[src/rtl/pipe_pkg.sv]
// Shared pipeline package: stage bundles, NOP payloads
// and width helpers for buffered pipeline stages.
package pipe_pkg;

  typedef enum logic [3:0] {
    ALU_NOP = 4'd0,
    ALU_ADD,
    ALU_SUB,
    ALU_AND,
    ALU_OR,
    ALU_XOR,
    ALU_SLL,
    ALU_SRL
  } alu_op_e;

  localparam logic [4:0] NOP_RD = 5'd0;

  typedef struct packed {
    alu_op_e     alu_op;
    logic [4:0]  rd;
    logic        rd_we;
    logic [31:0] op_a;
    logic [31:0] op_b;
  } id_ex_t;

  localparam id_ex_t ID_EX_NOP = '{
    alu_op: ALU_NOP,
    rd:     NOP_RD,
    rd_we:  1'b0,
    op_a:   32'd0,
    op_b:   32'd0
  };

  localparam int ID_EX_W = $bits(id_ex_t);

  function automatic int ptr_w(input int depth);
    return (depth > 1) ? $clog2(depth) : 1;
  endfunction

  function automatic int cnt_w(input int depth);
    return $clog2(depth + 1);
  endfunction

endpackage

[src/rtl/pipe_buf_mem.sv]
// Buffer storage: one write port, one async read port,
// contents deliberately left unreset.
module pipe_buf_mem #(
  parameter int DATA_W = 32,
  parameter int DEPTH  = 2,
  parameter int PW     = 1
) (
  input  logic              clk,
  input  logic              i_we,
  input  logic [PW-1:0]     i_waddr,
  input  logic [DATA_W-1:0] i_wdata,
  input  logic [PW-1:0]     i_raddr,
  output logic [DATA_W-1:0] o_rdata
);

  logic [DATA_W-1:0] r_mem [DEPTH];

  always_ff @(posedge clk) begin
    if (i_we) r_mem[i_waddr] <= i_wdata;
  end

  assign o_rdata = r_mem[i_raddr];

endmodule

[src/rtl/pipe_stage_buf.sv]
// Elastic pipeline stage buffer: FIFO of DEPTH entries with
// NOP masking when empty and optional registered ready.
module pipe_stage_buf
  import pipe_pkg::*;
#(
  parameter int                DATA_W    = 32,
  parameter int                DEPTH     = 2,
  parameter int                READY_REG = 1,
  parameter logic [DATA_W-1:0] NOP_VALUE = '0
) (
  input  logic                      clk,
  input  logic                      rst,
  input  logic                      flush,
  input  logic                      in_valid,
  output logic                      in_ready,
  input  logic [DATA_W-1:0]         in_data,
  output logic                      out_valid,
  input  logic                      out_ready,
  output logic [DATA_W-1:0]         out_data,
  output logic [cnt_w(DEPTH)-1:0]   count
);

  localparam int            PW   = ptr_w(DEPTH);
  localparam int            CW   = cnt_w(DEPTH);
  localparam logic [PW-1:0] LAST = PW'(DEPTH - 1);
  localparam logic [CW-1:0] FULL = CW'(DEPTH);

  logic [PW-1:0]     r_wptr;
  logic [PW-1:0]     r_rptr;
  logic [CW-1:0]     r_count;
  logic              w_full;
  logic              w_empty;
  logic              w_push;
  logic              w_pop;
  logic [DATA_W-1:0] w_rdata;

  // Explicit wrap keeps non-power-of-2 depths exact.
  function automatic logic [PW-1:0] nxt(
    input logic [PW-1:0] p
  );
    return (p == LAST) ? '0 : p + 1'b1;
  endfunction

  assign w_full  = (r_count == FULL);
  assign w_empty = (r_count == '0);

  if (READY_REG != 0) begin : g_rdy_reg
    assign in_ready = !rst && !w_full;
  end else begin : g_rdy_pass
    assign in_ready = !rst && (!w_full || out_ready);
  end

  assign w_push    = in_valid && in_ready && !flush;
  assign w_pop     = out_valid && out_ready
                  && !flush && !rst;
  assign out_valid = !w_empty;
  assign out_data  = w_empty ? NOP_VALUE : w_rdata;
  assign count     = r_count;

  always_ff @(posedge clk) begin
    if (rst || flush) begin
      r_wptr  <= '0;
      r_rptr  <= '0;
      r_count <= '0;
    end else begin
      if (w_push) r_wptr <= nxt(r_wptr);
      if (w_pop)  r_rptr <= nxt(r_rptr);
      case ({w_push, w_pop})
        2'b10:   r_count <= r_count + 1'b1;
        2'b01:   r_count <= r_count - 1'b1;
        default: r_count <= r_count;
      endcase
    end
  end

  pipe_buf_mem #(
    .DATA_W (DATA_W),
    .DEPTH  (DEPTH),
    .PW     (PW)
  ) u_mem (
    .clk     (clk),
    .i_we    (w_push),
    .i_waddr (r_wptr),
    .i_wdata (in_data),
    .i_raddr (r_rptr),
    .o_rdata (w_rdata)
  );

  a_cnt_range: assert property (
    @(posedge clk) disable iff (rst) r_count <= FULL
  );

endmodule

[config.mk]
export PLATFORM = sky130hd
export DESIGN_NAME = pipe_stage_buf
export DESIGN_NICKNAME = d
export VERILOG_FILES = /design/src/rtl/pipe_pkg.sv /design/src/rtl/pipe_buf_mem.sv /design/src/rtl/pipe_stage_buf.sv
export SDC_FILE = /design/constraint.sdc
export NUM_CORES = 1
export LEC_CHECK = 0
export CORE_MARGIN = 8
export CORE_UTILIZATION = 43
export DETAILED_ROUTE_END_ITERATION = 12
export GPL_ROUTABILITY_DRIVEN = 0
export PLACE_DENSITY = 0.88
export SETUP_SLACK_MARGIN = 0.02
export SYNTH_ARGS = -nofsm -noshare
export SYNTH_HDL_FRONTEND = slang
export SYNTH_SLANG_ARGS = --single-unit
[constraint.sdc]
create_clock -name clk -period 2.6 [get_ports clk]
set_input_delay 0.65 -clock clk [delete_from_list [all_inputs] [get_ports clk]]
set_output_delay 0.65 -clock clk [all_outputs]
set_load 0.01 [all_outputs]
==> metrics.md <==
| Metric | Value |
|---|---|
| Status | complete, no violations |
| Hold Path Stages | 2 |
| Sequential share of the synthesized area | 76.37% |
| Clock Sink Count | 69 |
| Number of maximum-capacitance violations | 0 |
| Final Skew | 8.175 ps |
| Yosys warning count | 0 |
| Final setup fails | 0 |
| CTS tree | built |
| Worst IR Drop VDD | 0.0003821 V |
| DRT iter0 DRCs | 62 |
| Crit path max-delay family | buffers and inverters |
| GR Overflow Total | 0 |
| Max Clock Freq | 0.4151 GHz |
| Critical-path top delay cell | clkdlybuf4s50_1 |
| Max Slew Vio Count | 0 |
| Synth Area in Compound Gates | 1.040% |
| First-pass GRT wire length | 8.045 mm |
| Critical Path Max Stage Delay | 560 ps |
| Logic gate share of total power | 5.8% |
| Wirelength per Cell | 15.72 um |
| Initial Util | 44.72% |
| Clock slew at reported path FFs | 70 ps |
| Slew HR | 80.53% |
| Clock share of power | 39.9% |
| Tcrit/Tclk final | 92.66% |
| Post-synthesis mux area share | 12.10% |
| DRC violation count after routing | 0 |
| CP Class | reg2out |
| Simple-gate share of the synthesized area | 6.994% |
| Layout cells sized above 1 | 12.06% |
| Seq cells post-synth | 69 |
| Flop pwr share | 54.3% |
| Die Ht | 94.47 um |
| P per Cell Area | 610.7 mW/mm2 |
| Vias in the first global route | 1,710 |
| Internal power | 1.853 mW |
| Critical Path AT | 1760 ps |
| Critical-path cell list | nor2_4 -> buf_4 -> nor2_1 -> clkdlybuf4s50_1 |
| Post-Syn Instances | 166 |
| Die width | 94.47 um |
| Fin crit period | 2409 ps |
| Least-Margin Pin Slew | 289.0 ps |
| Endpoint class of the critical path | primary output |
| H-tree depth | 3 |
| Via count | 1,583 |
| Finished Core Util | 63.12% |
| FF/Latch Area | 0.002023 mm2 |
| Final Power | 2.282 mW |
| Worst EP required | 1950 ps |
| Crit start category | register |
| TritonCTS buffer count | 9 |
| Synth Net Count | 204 |
| Skew-Pair Late Insertion Delay | 320 ps |
| Port Buf Inserts | 72 |
| Final WL | 5.220 mm |
| Largest family of logic cells by synthesized area | multiplexers |
| CP max FO | 18 |
| Mean Syn Cell Area | 15.95 um2 |
| Mapped Area | 0.002648 mm2 |
| Remaining antenna violation count after routing | 0 |
| Sw Pwr | 0.4290 mW |
| Buf/Inv on CP | 2 |
| Unrepaired setup endpoints after global routing | false |
| Root Driver | clkbuf_8 |
| Io pins | 73 |
| Final HPWL DP | 3.804 mm |
| Post-CTS Hold Buffers | 0 |
| Number of inserted diodes | 0 |
| Core Box Area | 0.005921 mm2 |
| FF-to-FF path depth | 6 |
| Fill cells | 461 |
| # nets final | 290 |
| Total die area | 0.008924 mm2 |
| Total number of cells along the worst setup path | 4 |
| P&R area growth vs syn | 41.16% |
| Final Hold Fails | 0 |
| Leakage | 1.212 nW |
| HP Class | reg2reg |
| Initial DRT Pass Iterations | 4 |
| Largest net degree at the start of global routing | 19 |
| Yosys cell types | 19 |
| Clk buf depth | 2 |
| Sw Ratio | 18.80% |
| Post-Synth XOR/XNOR Area | 0.9924% |
| Vias per cell | 4.768 |
| Synthesized-area fraction occupied by adder cells | 0.4726% |
| Initial antenna violation count | 0 |
| FP Rows | 28 |
| Multi-input gate area | 594.3 um2 |
| Tot GR Track Use | 11.97% |
-- placed cells by master, fill, tap and decap left out, types with 2 or more instances in the layout --
cell type / netlist / layout
clkdlybuf4s50_1: 0 / 72
edfxtp_1: 64 / 64
nor2_1: 40 / 37
mux2i_1: 32 / 32
buf_4: 3 / 11
clkbuf_8: 0 / 9
dfxtp_1: 5 / 4
nor2_4: 0 / 3
o21ai_0: 2 / 2
inv_1: 2 / 2
nand3_1: 2 / 2
xor2_1: 2 / 2
a21oi_1: 2 / 2
bufinv_16: 0 / 2
clkinv_2: 0 / 2
clkinv_4: 0 / 2
-- area by class of cell --
type | instances | share of cell area (%)
flip-flops and latches | 69 | 54.13
repair buffers | 83 | 21.49
multi-input cells | 87 | 15.90
clock buffers | 10 | 3.415
well taps | 75 | 2.511
clock inverters | 6 | 2.343
inverters | 2 | 0.2009
-- worst min-delay path, cell delays in order (launching register included) --
cell	delay, ps
dfxtp_1	330
xor2_1	80
nor2_1	80
-- cell families after synthesis --
family | Yosys count
fa+ha+maj | 1
buf+inv | 10
mux | 32
flops | 69
compound gates | 5
simple gates | 46
xor+xnor | 3
-- registers in the layout (all words and copies together), names as in the netlist, named ones only --
| signal | cells |
|---|---|
| r_rptr | 1 |
| u_mem.r_mem | 64 |
| r_wptr | 1 |
| count | 2 |
-- metrics by stage --
step | instance area (um2) | TNS (ps) | hold WS, ps | std cells | setup slack [ps]
after floorplan | 2648 | -2785 | 472.5 | 166 | -43.52
after global placement | 3502 | 0 | 488.9 | 314 | 166.2
after detailed placement | 3502 | 0 | 513.4 | 314 | 94.22
after CTS | 3737 | 0 | 534.9 | 332 | 166.1
after global routing | 3737 | 0 | 558.6 | 332 | 81.91
final | 3737 | 0 | 531.1 | 332 | 190.9
-- synth_stat cells --
library cell	instances	area [um2]
a21oi_1	2	10.01
edfxtp_1	64	1922
or3_1	1	6.260
buf_4	3	22.52
a21o_1	1	7.510
nand3_1	2	10.01
nand2b_1	1	6.260
dfxtp_1	5	100.1
mux2i_1	32	320.3
buf_2	4	20.02
ha_1	1	12.51
xor2_1	2	17.52
nor2b_1	1	6.260
or2_2	1	6.260
xnor2_1	1	8.760
clkbuf_1	1	3.750
inv_1	2	7.510
o21ai_0	2	10.01
nor2_1	40	150.1
-- routing by layer --
layer  vias up  GRT usage [%]  part of all wire [%]
met5         -              0                     0
met4         0          4.291                  0.38
met3         2          4.762                   6.6
met2        42          23.12                    56
met1       765          10.92                    37
li1        774              -                     -
-- worst paths after layout --
path | from | to | slack [ps]
worst min register to register | r_rptr | r_rptr | 530
worst max register to register | count[0] | count[1] | 830
worst min-delay path | r_rptr | r_rptr | 530
worst max-delay path | count[1] | out_data[25] | 190
-- what timing repair did --
| item | CTS | global route |
|---|---|---|
| setup endpoints to repair | 21 | 0 |
| buffers inserted | 2 | 0 |
| gates resized for setup | 1 | 0 |
-- power by group through the flow --
stage          Combinational (mW)  Clock [mW]  Sequential, mW
2_1_floorplan              0.0372           0            1.26
3_3_place_gp                0.126           0            1.26
3_5_place_dp                0.132           0            1.26
4_1_cts                     0.134       0.933            1.24
5_1_grt                     0.142       0.979            1.24
6_report                    0.132       0.911            1.24
No activity file was read; power rests on OpenSTA's default activity.
